### config.mk
export PLATFORM = sky130hd
export DESIGN_NAME = pipeline_stall_controller
export DESIGN_NICKNAME = d
export VERILOG_FILES = /design/src/rtl/pipeline_stall_controller.sv
export SDC_FILE = /design/constraint.sdc
export NUM_CORES = 1
export LEC_CHECK = 0
export BUFFER_PORTS_ARGS = -buffer_cell sky130_fd_sc_hd__buf_4
export CORE_MARGIN = 2
export CORE_UTILIZATION = 55
export DETAILED_ROUTE_END_ITERATION = 8
export MAX_ROUTING_LAYER = met4
export PLACE_DENSITY = 0.85
export RECOVER_POWER = 100
export SYNTH_ARGS = -nofsm -noshare
export SYNTH_HDL_FRONTEND = slang
export SYNTH_SLANG_ARGS = --single-unit
### constraint.sdc
create_clock -name CLK -period 6.5 [get_ports CLK]
set_input_delay 0.325 -clock CLK [delete_from_list [all_inputs] [get_ports CLK]]
set_output_delay 0.325 -clock CLK [all_outputs]
set_load 0.005 [all_outputs]
### src/rtl/pipeline_stall_controller.sv
// Central stall/flush sequencer for the RV32IM 5-stage pipeline: merges branch
// redirects, multi-cycle MUL/DIV occupancy of EX and load-use hazards into one set of controls.
module pipeline_stall_controller #(
  parameter int MUL_LAT = 3,
  parameter int DIV_LAT = 34,
  parameter int CNT_W   = 6
) (
  input  logic        CLK,
  input  logic        RESET,
  input  logic [4:0]  ID_RS1,
  input  logic [4:0]  ID_RS2,
  input  logic        ID_USES_RS1,
  input  logic        ID_USES_RS2,
  input  logic        EX_MEMREAD,
  input  logic [4:0]  EX_RD,
  input  logic        EX_MDU_VALID,
  input  logic        EX_MDU_IS_DIV,
  input  logic        BRANCH_TAKEN,
  input  logic        CLR_STATS,
  output logic        PC_WE,
  output logic        IFID_WE,
  output logic        IDEX_WE,
  output logic        IDEX_BUBBLE,
  output logic        EXMEM_BUBBLE,
  output logic        IFID_FLUSH,
  output logic        MDU_DONE,
  output logic        MDU_BUSY,
  output logic [15:0] STALL_COUNT
);

  typedef enum logic [0:0] {
    IDLE     = 1'b0,
    MDU_WAIT = 1'b1
  } state_t;

  // The first EX cycle is the IDLE cycle that detects the op, so the countdown starts at LAT-2.
  localparam logic [CNT_W-1:0] MUL_LOAD  = CNT_W'((MUL_LAT > 1) ? (MUL_LAT - 2) : 0);
  localparam logic [CNT_W-1:0] DIV_LOAD  = CNT_W'((DIV_LAT > 1) ? (DIV_LAT - 2) : 0);
  localparam bit               MUL_MULTI = (MUL_LAT > 1);
  localparam bit               DIV_MULTI = (DIV_LAT > 1);

  state_t            state_r;
  state_t            state_nxt_s;
  logic [CNT_W-1:0]  cnt_r;
  logic [CNT_W-1:0]  cnt_nxt_s;
  logic [15:0]       stall_count_r;

  logic              load_use_s;
  logic              mdu_multi_s;
  logic [CNT_W-1:0]  mdu_load_s;

  logic              pc_we_s;
  logic              ifid_we_s;
  logic              idex_we_s;
  logic              idex_bubble_s;
  logic              exmem_bubble_s;
  logic              ifid_flush_s;
  logic              mdu_done_s;
  logic              mdu_busy_s;

  function automatic logic src_hit(input logic uses, input logic [4:0] rs, input logic [4:0] rd);
    return uses && (rs == rd);
  endfunction

  assign load_use_s  = EX_MEMREAD && (EX_RD != 5'd0) &&
                       (src_hit(ID_USES_RS1, ID_RS1, EX_RD) || src_hit(ID_USES_RS2, ID_RS2, EX_RD));
  assign mdu_multi_s = EX_MDU_IS_DIV ? DIV_MULTI : MUL_MULTI;
  assign mdu_load_s  = EX_MDU_IS_DIV ? DIV_LOAD : MUL_LOAD;

  // Prioritised control decode and next-state selection.
  always_comb begin
    pc_we_s        = 1'b1;
    ifid_we_s      = 1'b1;
    idex_we_s      = 1'b1;
    idex_bubble_s  = 1'b0;
    exmem_bubble_s = 1'b0;
    ifid_flush_s   = 1'b0;
    mdu_done_s     = 1'b0;
    mdu_busy_s     = 1'b0;
    state_nxt_s    = state_r;
    cnt_nxt_s      = cnt_r;
    if (RESET) begin
      pc_we_s     = 1'b0;
      ifid_we_s   = 1'b0;
      idex_we_s   = 1'b0;
      state_nxt_s = IDLE;
      cnt_nxt_s   = {CNT_W{1'b0}};
    end else begin
      case (state_r)
        IDLE: begin
          if (BRANCH_TAKEN) begin
            ifid_flush_s  = 1'b1;
            idex_bubble_s = 1'b1;
          end else if (EX_MDU_VALID) begin
            if (mdu_multi_s) begin
              pc_we_s        = 1'b0;
              ifid_we_s      = 1'b0;
              idex_we_s      = 1'b0;
              exmem_bubble_s = 1'b1;
              state_nxt_s    = MDU_WAIT;
              cnt_nxt_s      = mdu_load_s;
            end else begin
              mdu_done_s = 1'b1;
            end
          end else if (load_use_s) begin
            pc_we_s       = 1'b0;
            ifid_we_s     = 1'b0;
            idex_bubble_s = 1'b1;
          end else begin
            state_nxt_s = IDLE;
          end
        end
        MDU_WAIT: begin
          mdu_busy_s = 1'b1;
          if (cnt_r != {CNT_W{1'b0}}) begin
            pc_we_s        = 1'b0;
            ifid_we_s      = 1'b0;
            idex_we_s      = 1'b0;
            exmem_bubble_s = 1'b1;
            cnt_nxt_s      = cnt_r - CNT_W'(1);
          end else begin
            mdu_done_s  = 1'b1;
            state_nxt_s = IDLE;
          end
        end
        default: begin
          state_nxt_s = IDLE;
          cnt_nxt_s   = {CNT_W{1'b0}};
        end
      endcase
    end
  end

  // FSM state, MDU countdown and saturating stall statistics.
  always_ff @(posedge CLK or posedge RESET) begin
    if (RESET) begin
      state_r       <= IDLE;
      cnt_r         <= {CNT_W{1'b0}};
      stall_count_r <= 16'h0000;
    end else begin
      state_r <= state_nxt_s;
      cnt_r   <= cnt_nxt_s;
      if (CLR_STATS) begin
        stall_count_r <= 16'h0000;
      end else if (!pc_we_s && (stall_count_r != 16'hFFFF)) begin
        stall_count_r <= stall_count_r + 16'd1;
      end else begin
        stall_count_r <= stall_count_r;
      end
    end
  end

  assign PC_WE        = pc_we_s;
  assign IFID_WE      = ifid_we_s;
  assign IDEX_WE      = idex_we_s;
  assign IDEX_BUBBLE  = idex_bubble_s;
  assign EXMEM_BUBBLE = exmem_bubble_s;
  assign IFID_FLUSH   = ifid_flush_s;
  assign MDU_DONE     = mdu_done_s;
  assign MDU_BUSY     = mdu_busy_s;
  assign STALL_COUNT  = stall_count_r;

endmodule
# Yosys cells after proc, flatten, opt, wreduce, memory -nomap -nowiden
# Index checks and enable logic that the tools add are counted.
dict set report op_classes {
  n_eq_ne 6
  bitwise_logic 1
  reduce_logical 11
  add_sub_neg 2
  muxes 35
  order_cmp 0
  n_mul 0
  div 0
  n_shift 0
}
# op n
set op_table {}
lappend op_table {{16-bit 2-to-1 mux} 2}
lappend op_table {{6-bit 2-to-1 mux} 5}
lappend op_table {{1-bit 2-to-1 mux} 23}
lappend op_table {{16-bit by 1-bit adder with 16-bit output, second input constant} 1}
lappend op_table {{16-bit != test, second input constant} 1}
lappend op_table {{6-bit case mux with 2 select lines} 1}
lappend op_table {{5-bit == test} 2}
lappend op_table {{1-bit case mux with 2 select lines} 4}
lappend op_table {{3-bit != test, second input constant} 2}
lappend op_table {{6-bit nonzero test} 1}
lappend op_table {{6-bit by 1-bit subtractor with 6-bit output, second input constant} 1}
lappend op_table {{1-bit logical AND} 5}
lappend op_table {{5-bit nonzero test} 1}
lappend op_table {{3-bit by 2-bit != test with 1-bit output, second input constant} 1}
lappend op_table {{3-bit AND reduction} 1}
lappend op_table {{2-bit nonzero test} 1}
lappend op_table {{1-bit logical NOT} 1}
lappend op_table {{1-bit logical OR} 1}
lappend op_table {{1-bit NOT} 1}
dict set report word_totals {
  ramBits 0
  mem_count 0
  in_bits 24
  romBits 0
  elab_cells 58
  regBits 23
  latchBits 0
}

# Depth between registers and ports, before layout
# Gate-level depths: netlist (run 1).
dict set report logic_depth {
  word_depth 13
  depth_mapped 10
  depth_no_buf 8
}

# Worst setup path after synthesis (run 1)
# OpenSTA, ideal clock, no wires.
dict set report synth_path {
  path_type {reg-to-output}
  start {register cnt_r[0]}
  end {output PC_WE}
  arrival_ns 1.799
  t_required_ns 6.175
  slack_ns 4.376
  path_stages_with_launch 10
  path_cell_list {dfrtp_1 -> inv_1 -> ha_1 -> nor2b_1 -> a32oi_4 -> a41o_4 -> inv_4 -> buf_6 -> buf_2 -> buf_4}
}
dict set report synth_via {
  elab_chain_len 4
}
# element line
set synth_lines {}
lappend synth_lines {{from (decl)} 44} ;# logic [CNT_W-1:0] cnt_r;
lappend synth_lines {{from (signal assigned)} 138} ;# cnt_r <= {CNT_W{1'b0}};
lappend synth_lines {{from (signal assigned)} 142} ;# cnt_r <= cnt_nxt_s;
lappend synth_lines {{6-bit nonzero test} 115} ;# if (cnt_r != {CNT_W{1'b0}}) begin
lappend synth_lines {{1-bit 2-to-1 mux} -}
lappend synth_lines {{1-bit case mux with 2 select lines} -}
lappend synth_lines {{1-bit 2-to-1 mux} -}
lappend synth_lines {{to (decl)} 20} ;# output logic PC_WE,
# No other way between the ends.

# Final worst setup path (run 1)
dict set report layout_path {
  start {input RESET}
  end {output IFID_WE}
}
dict set report layout_via {
  elab_chain_len 1
}
# element line
set layout_lines {}
lappend layout_lines {{from (decl)} 9} ;# input logic RESET,
lappend layout_lines {{1-bit 2-to-1 mux} 82} ;# if (RESET) begin
lappend layout_lines {{to (decl)} 21} ;# output logic IFID_WE,
# No other way between the ends.

==> summary.txt, run 1 <==
Global routing
  • Number of global-route vias before repair: 1485
  • Pin count of the biggest net entering global routing: 30
  • First-pass GRT wire length: 6.61 mm
  • Gr usage total: 26.1%
  • Grt ovf: 0
  • Antenna violations before repair: 0

Clock tree
  • TritonCTS buffer count: 3
  • Hold buffers post-CTS: 0
  • Worst-Skew Late Latency: 0.31 ns
  • Clock Path Buffers: 2
  • Clock Sinks: 23
  • CTS resizes: 0
  • CTS tree: done
  • H-tree levels: 1
  • CTS root buf: clkbuf_4
  • Setup Buffers After CTS: 0
  • Clock transition at path regs: 0.12 ns

Cells and area
  • Leading cell types in the layout, fill and taps excluded: buf_4 (24), dfrtp_1 (23), clkbuf_4 (23), nor2_1 (16), a21oi_1 (15)
  • # fillers: 212
  • Core Util, Final: 68.7%
  • Final antenna diode count: 0
  • Commonest non-fill, non-tap cell in the layout: buf_4
  • Area growth from synthesis to layout: 20.5%
  • Layout cell share with drive strength beyond 1: 24.7%
  • Layout Nets: 247

Worst setup path
  • WS Path Type: in2out
  • Crit path DAT: 3.14 ns
  • CP Max Fanout: 29
  • Startpoint Class: input pin
  • Critical Path End Type: output pin
  • Critical Path RT: 6.17 ns

Synth
  • Mapped cell area: 1560 um2
  • Syn_area_per_cell: 8.86 um2
  • Unique masters post-synth: 41
  • Synth async-reset ratio: 100%
  • Largest area contributor in the netlist: dfrtp_1
  • Number of synthesized flops with an enable pin: 0
  • Ys Warns: 0
  • Synthesized instance count: 176
  • Largest cells by area after synthesis: dfrtp_1 (37%), xnor2_1 (5.6%), a21oi_1 (4.8%)
  • Yosys top cell area share: 36.9%
  • #FFs+latches synth: 23
  • Most used DFF post-synth: dfrtp_1
  • Syn_nets: 203
  • Seq/Total Area, Yosys: 36.9%

Die
  • Io pins: 48
  • Row cnt: 19
  • Die area: 3280 um2
  • Core ar.: 2730 um2
  • Die span in y: 57.2 um
  • Die X-Extent: 57.2 um
  • Starting Density: 57.0%

Pwr
  • Leak: 0.812 nW
  • Peak supply drop: 0.122 mV
  • Pwr Total: 0.286 mW
  • Pwr Density: 152 nW/um2

STA
  • Worst-Margin Slew: 0.900 ns
  • TNS Setup: 0 ns
  • Final Hold Viols: 0
  • Setup-failing EPs final: 0
  • Period utilization: 53.4%
  • Slew margin rel.: 40.0%
  • Max Slew Vio Count: 0
  • Fin Clk Skew: 0.00274 ns
  • Hold slack final: 0.249 ns
  • Post-route minimum period: 3.47 ns
  • RSZ-0062 raised after global routing: no
  • Max frequency: 288 MHz

Detailed routing
  • Vias per cell: 6.13
  • DRC Markers: 0
  • DR pass1 iterations: 4
  • Iteration-0 DRC Markers: 169
  • Per-cell routed wire length: 15.2 um
  • DRT antenna net count: 0
  • Routed WL: 3.80 mm
  • Vias: 1533

Placed design
  • RePlAce Congestion: 0.913
  • IO Port Bufs: 47
  • Final HPWL DP: 2.87 mm

Min path
  • Hold/Removal Path Class: in2async

Outcome
  • Status: completed

Job
  • MaxCap Viol Count: 0
-- routing by layer --
layer	part of all wire (%)	vias up	wire length, um	global-route usage (%)
li1	-	735	-	-
met1	40	730	1510	30.9
met2	53	61	2020	45.2
met3	5.7	7	215	4.31
met4	1.3	0	48	8.64
met5	0	-	0	-
-- worst paths after layout --
check / cells past startpoint / startpoint / end / slack [ns]
setup / recovery: 8 / RESET / IFID_WE / 3.03
hold / removal: 2 / RESET / cnt_r[5] / 0.25
setup reg to reg: 7 / state_r / STALL_COUNT[11] / 3.34
hold reg to reg: 2 / cnt_r[2] / cnt_r[2] / 0.55
max in group asynchronous: 2 / RESET / STALL_COUNT[9] / 5.71
min in group CLK: 2 / RESET / cnt_r[5] / 0.29
-- where the power goes --
part	switching (mW)	internal [mW]	leakage, nW
registers	0.00629	0.147	0.317
logic	0.0362	0.0307	0.477
clock network	0.0423	0.0230	0.0177
total	0.0848	0.201	0.812
-- synth_stat cells (2+ instances only) --
cell / count
dfrtp_1: 23
o21ai_0: 8
nand3_1: 14
a31oi_1: 2
inv_1: 3
o21a_1: 2
o31ai_1: 10
nor3_1: 2
inv_4: 2
nand2_1: 11
a21oi_1: 15
mux2_1: 2
nor2b_1: 5
nor2_1: 16
or4_1: 10
buf_2: 4
xnor2_1: 10
nand4_1: 4
o41ai_1: 2
or3_1: 2
ha_1: 3
nand2b_1: 3
and3_1: 5
-- state kept, by name (all words and copies together) (netlist names) --
signal	count
cnt_r	6
state_r	1
STALL_COUNT	16
-- worst max-delay path, stage by stage --
cell        delay [ns]
clkbuf_1          0.18
inv_1             0.45
nand2_1           0.32
clkinvlp_2        0.21
a32oi_1           0.45
a41o_4            0.19
clkinvlp_2        0.62
clkbuf_4          0.39
-- through the flow --
stage	cells	instance area, um2	worst slack (ns)
after floorplan	176	1560	4.38
after global placement	246	1900	4.25
after detailed placement	246	1900	4.17
after CTS	250	1930	3.99
after global routing	250	1880	2.62
final	250	1880	3.03
-- cell families (layout without fill, tap and decap cells) --
family,after synthesis,in the layout,synth area share [%]
compound gates,44,44,20.1
mux,3,3,2.17
buf+inv,14,57,4.73
flops,23,23,36.9
xor+xnor,10,10,5.62
fa+ha+maj,3,3,2.41
simple gates,79,79,28.1
-- final cells by class --
class	instances	area, um2	area share, %
inverter	6	25.0	1.33
sequential	23	576	30.6
clock inverter	1	5.00	0.266
timing repair buffer	47	342	18.2
tap	31	38.8	2.06
clock buffer	3	22.5	1.20
multi-input combinational	139	871	46.3
Note: power is estimated with default switching activity, not from simulation.
==> inputs of run 2 (changes only) <==
CORE_UTILIZATION = 51   (was 55)
PLACE_DENSITY = 0.8   (was 0.85)
clock period = 3.4 ns   (was 6.5 ns; I/O delays follow)
==> run 2 against run 1 <==
Effect of this change:
- register-to-register slack got worse by 2.4 ns
- worst hold slack got worse by 0.096 ns
- largest cell class unchanged
- critical path type is now in2reg
- clock-buffer cell count unchanged
- wire length shrank 4.5%
- sequential cell count stayed put
- die area is 7.3% higher
- non-clock buffer count grew 1
- via count fell by 0.20%
- final area increased by 1.5%
- global-route usage is 2.9 points lower
- final cell count up 1.2%
- power rose by 91%
==> summary.txt, run 2 (synthesis results as in run 1) <==
Outcome
  • Status: completed

Pwr
  • Total internal power: 0.386 mW
  • Combinational power share: 23.4%
  • Pwr Total: 0.547 mW
  • Leak: 0.834 nW
  • Net Sw Power: 0.161 mW
  • Seq pwr share: 53.6%
  • Clock share of power: 23.0%
  • Peak supply drop: 0.209 mV
  • Switching share of power: 29.4%
  • Pwr Density: 287 nW/um2

Cells and area
  • Final antenna diode count: 0
  • Register area: 576 um2
  • Layout cell share with drive strength beyond 1: 26.4%
  • Layout Nets: 248
  • Commonest non-fill, non-tap cell in the layout: clkbuf_4
  • Final non-filler cell total: 253
  • Leading cell types in the layout, fill and taps excluded: clkbuf_4 (26), dfrtp_1 (23), buf_4 (23), nor2_1 (16), a21oi_1 (15)
  • # fillers: 273
  • Area growth from synthesis to layout: 22.4%
  • Number of flip-flops in the largest register: 16
  • Multi-input gate area: 877 um2

Global routing
  • Antenna violations before repair: 0
  • Pin count of the biggest net entering global routing: 30
  • Global-route met2 utilization: 38.9%
  • First-pass GRT wire length: 6.18 mm
  • Gr usage total: 23.2%
  • Met1 Use GR: 27.8%
  • Number of global-route vias before repair: 1447
  • Grt ovf: 0
  • Met3 usage: 3.49%
  • Layer with the highest usage: met2

STA
  • Slew margin rel.: 52.2%
  • Final Hold Viols: 0
  • Setup-failing EPs final: 0
  • RSZ-0062 raised after global routing: no
  • Max Slew Vio Count: 0
  • Post-route minimum period: 2.80 ns
  • Fin Clk Skew: 0.00536 ns
  • TNS Setup: 0 ns
  • Hold slack final: 0.153 ns
  • Period utilization: 82.2%
  • Max frequency: 358 MHz
  • Worst Setup Slack, final: 0.605 ns
  • Worst-Margin Slew: 0.718 ns

Clock tree
  • Clock Sinks: 23
  • TritonCTS buffer count: 3
  • Hold buffers post-CTS: 1
  • Setup Buffers After CTS: 0
  • CTS resizes: 0
  • CTS root buf: clkbuf_4
  • Clock Path Buffers: 2
  • H-tree levels: 1
  • CTS tree: done
  • Clock transition at path regs: 0.13 ns
  • Worst-Skew Late Latency: 0.31 ns

Die
  • Core ar.: 2980 um2
  • Die X-Extent: 59.3 um
  • Io pins: 48
  • Die area: 3520 um2
  • Starting Density: 52.4%
  • Row cnt: 20
  • Die span in y: 59.3 um

Placed design
  • RePlAce Congestion: 0.820
  • Setup WS pre-CTS: 1.12 ns
  • Placed insts: 248
  • IO Port Bufs: 47
  • Final HPWL DP: 2.76 mm

Worst setup path
  • Critical Path End Type: flop
  • CP Launch Point: RESET
  • Startpoint Class: input pin
  • Critical Path RT: 3.61 ns
  • WS Path Type: in2reg
  • Crit path DAT: 3.01 ns
  • CP Max Fanout: 29
  • Origin of the critical flop-to-flop path: cnt_r[0]

Job
  • MaxCap Viol Count: 0

Detailed routing
  • DRC Markers: 0
  • Routed WL: 3.63 mm
  • Iteration-0 DRC Markers: 79
  • DR pass1 iterations: 4
  • Per-cell routed wire length: 14.3 um
  • DRT antenna net count: 0
  • Vias: 1530
  • Vias per cell: 6.05

Min path
  • HP Start: CLR_STATS
  • Hold/Removal Path Class: in2reg
## run 2: cell types whose count changed in the layout (fill, tap and decap cells not counted), sizes merged
cell / before / now
buf: 24 / 23
clkbuf: 26 / 27
clkinvlp: 2 / 0
dlygate4sd3: 0 / 1
inv: 4 / 6
## run 2: worst paths after layout
kind	end	slack, ns	depth (start not counted)
max	STALL_COUNT[9]	0.60	10
min	STALL_COUNT[14]	0.15	2
max reg2reg	STALL_COUNT[9]	0.97	8
min reg2reg	cnt_r[2]	0.55	2
max in group asynchronous	STALL_COUNT[4]	2.57	3
min in group asynchronous	state_r	0.49	3
## run 2: power by group through the flow
stage,clock network [mW],logic (mW),registers [mW]
5_1_grt,0.140,0.143,0.295
2_1_floorplan,0,0.0860,0.295
6_report,0.126,0.128,0.293
4_1_cts,0.133,0.136,0.293
3_5_place_dp,0,0.134,0.299
3_3_place_gp,0,0.130,0.298
## run 2: critical path, stage by stage
cell           delay, ns
dlygate4sd3_1       0.52
clkbuf_1            0.22
inv_2               0.27
nand2_1             0.26
inv_4               0.06
a32oi_1             0.45
a41o_4              0.21
inv_4               0.11
nor4b_1             0.37
mux2_1              0.35
## run 2: routing by layer
metal  vias to the layer above  share of wire, %
met5                         -                 0
met4                         0               2.2
li1                        742                 -
met3                        10               3.1
met2                        34                52
met1                       744                43
## run 2: stage by stage
stage | instance area (um2) | utilization, %
floorplan | 1560 | -
global placement | 1910 | 64.0
detailed placement | 1910 | 64.0
CTS | 1940 | 65.3
global route | 1910 | 64.1
finish | 1910 | 64.1
## run 2: cell type report
cell class	count	share of cell area, %
Clock buffer	3	1.18
Timing Repair Buffer	48	18.8
Sequential cell	23	30.2
Inverter	6	1.44
Multi-Input combinational cell	139	46.0
Tap cell	33	2.16
Clock inverter	1	0.262
==> inputs of run 3 (changes only) <==
CORE_UTILIZATION = 46   (was 51)
PLACE_DENSITY = 0.76   (was 0.8)
clock period = 2.37 ns   (was 3.4 ns; I/O delays follow)
==> run 3 against run 2 <==
Effect of this change:
- register-to-register slack worse by 0.81 ns
- worst setup slack worse by 0.44 ns
- utilization down 4.3 points
- largest cell class unchanged
==> summary.txt, run 3 (synthesis results as in run 1) <==
Detailed routing
  • Per-cell routed wire length: 13.8 um
  • DR pass1 iterations: 4
  • Met3 routed wirelength: 165 um
  • Vias: 1507
  • DRC Markers: 0
  • DRT antenna net count: 0
  • Iteration-0 DRC Markers: 37
  • DR WL met2: 1.84 mm
  • Wl on met1: 1.65 mm
  • Top layer used by detailed routing: met4
  • Vias per cell: 5.62
  • Routed WL: 3.70 mm

Clock tree
  • CTS tree: done
  • H-tree levels: 1
  • CTS root buf: clkbuf_4
  • Setup Buffers After CTS: 0
  • Worst-Skew Late Latency: 0.31 ns
  • Clock transition at path regs: 0.13 ns
  • Clock Path Buffers: 2
  • TritonCTS buffer count: 3
  • Clock Sinks: 23

Pwr
  • Seq pwr share: 53.0%
  • Peak supply drop: 0.251 mV
  • Total internal power: 0.557 mW
  • Clock share of power: 22.8%
  • Net Sw Power: 0.238 mW
  • Switching share of power: 29.9%
  • Leak: 0.848 nW
  • Combinational power share: 24.1%
  • Pwr Density: 405 nW/um2

Global routing
  • First-pass GRT wire length: 6.35 mm
  • Grt ovf: 0
  • Antenna violations before repair: 0
  • Number of global-route vias before repair: 1412
  • Gr usage total: 20.2%
  • Pin count of the biggest net entering global routing: 30

Die
  • Die span in y: 62.2 um
  • Die area: 3870 um2
  • Io pins: 48
  • Core ar.: 3280 um2
  • Starting Density: 47.5%
  • Die X-Extent: 62.2 um
  • Row cnt: 21

Worst setup path
  • R2R depth: 8
  • Crit path DAT: 2.42 ns
  • CP Launch Point: cnt_r[0]
  • Worst R2R End: STALL_COUNT[9]
  • R2R Setup Slk: 0.16 ns
  • Critical Path End Type: flop
  • Startpoint Class: flop
  • Origin of the critical flop-to-flop path: cnt_r[0]
  • Critical Path RT: 2.58 ns
  • Capture point of the worst path: STALL_COUNT[9]
  • CP Max Fanout: 29
  • WS Path Type: reg2reg

STA
  • RSZ-0062 raised after global routing: no
  • Max frequency: 453 MHz
  • Fin Clk Skew: 0.00499 ns
  • Period utilization: 93.1%
  • Post-route minimum period: 2.21 ns
  • TNS Setup: 0 ns
  • Max Slew Vio Count: 0
  • Slew margin rel.: 15.1%
  • Setup-failing EPs final: 0
  • Hold slack final: 0.104 ns
  • Final Hold Viols: 0
  • Worst-Margin Slew: 1.27 ns

Job
  • MaxCap Viol Count: 0

Placed design
  • IO Port Bufs: 47
  • RePlAce Congestion: 0.870
  • Placed instance area: 1940 um2
  • Final HPWL DP: 2.75 mm

Cells and area
  • Final Cell Area: 1960 um2
  • Area growth from synthesis to layout: 25.8%
  • Number of flip-flops in the largest register: 16
  • Final antenna diode count: 0
  • Layout cell share with drive strength beyond 1: 27.5%
  • Leading cell types in the layout, fill and taps excluded: buf_4 (25), clkbuf_4 (24), dfrtp_1 (23), nor2_1 (16), a21oi_1 (15)
  • Layout Nets: 250
  • Commonest non-fill, non-tap cell in the layout: buf_4

Outcome
  • Status: completed

Min path
  • Hold/Removal Path Class: in2reg
[run 3: worst min-delay path by stage]
stage,startpoint,end,slack [ns],cells after the start
4_1_cts,CLR_STATS,STALL_COUNT[11],0.1,2
3_5_place_dp,RESET,cnt_r[5],0.27,3
6_report,CLR_STATS,STALL_COUNT[14],0.10,2
5_1_grt,CLR_STATS,STALL_COUNT[12],0.1,2
3_3_place_gp,RESET,cnt_r[5],0.26,3
2_1_floorplan,RESET,STALL_COUNT[0],0.01,1
[run 3: repair_timing]
action,4_1_cts,5_1_grt
hold buffers,1,0
hold endpoints to repair,26,0
gates resized for setup,0,3
endpoints found under the setup margin,0,5
[run 3: routing by layer]
layer	vias to the layer above	track usage, %
li1	747	-
met1	706	24.6
met2	48	35.3
met3	6	2.90
met4	0	5.00
met5	-	-
[run 3: final cells by class]
class / instances / area (um2)
fillers: 310 / 1320
well taps: 46 / 57.6
repair buffers: 50 / 367
inverters: 6 / 27.5
multi-input cells: 139 / 907
clock buffers: 3 / 22.5
flip-flops and latches: 23 / 576
clock inverters: 1 / 5.00
[run 3: critical path, cell delays in order (launching register included)]
cell,delay (ns)
dfrtp_1,0.36
inv_1,0.08
ha_1,0.19
nor2b_2,0.17
a31oi_1,0.22
a41o_4,0.28
inv_4,0.10
nor4b_1,0.34
mux2_1,0.35
[run 3: power groups by stage]
stage | clock (mW) | combinational (mW) | sequential [mW]
after floorplan | 0 | 0.123 | 0.423
after global placement | 0 | 0.192 | 0.428
after detailed placement | 0 | 0.196 | 0.429
after CTS | 0.191 | 0.198 | 0.421
after global routing | 0.204 | 0.216 | 0.424
final | 0.181 | 0.192 | 0.421
[run 3: through the flow]
step / utilization [%] / setup WS [ns] / instances / power [mW]
2_1_floorplan: - / 0.280 / 176 / 0.546
3_3_place_gp: 59.0 / 0.268 / 263 / 0.620
3_5_place_dp: 59.0 / 0.177 / 263 / 0.625
4_1_cts: 60.2 / 0.126 / 268 / 0.810
5_1_grt: 59.7 / 0.0119 / 268 / 0.845
6_report: 59.7 / 0.163 / 268 / 0.794
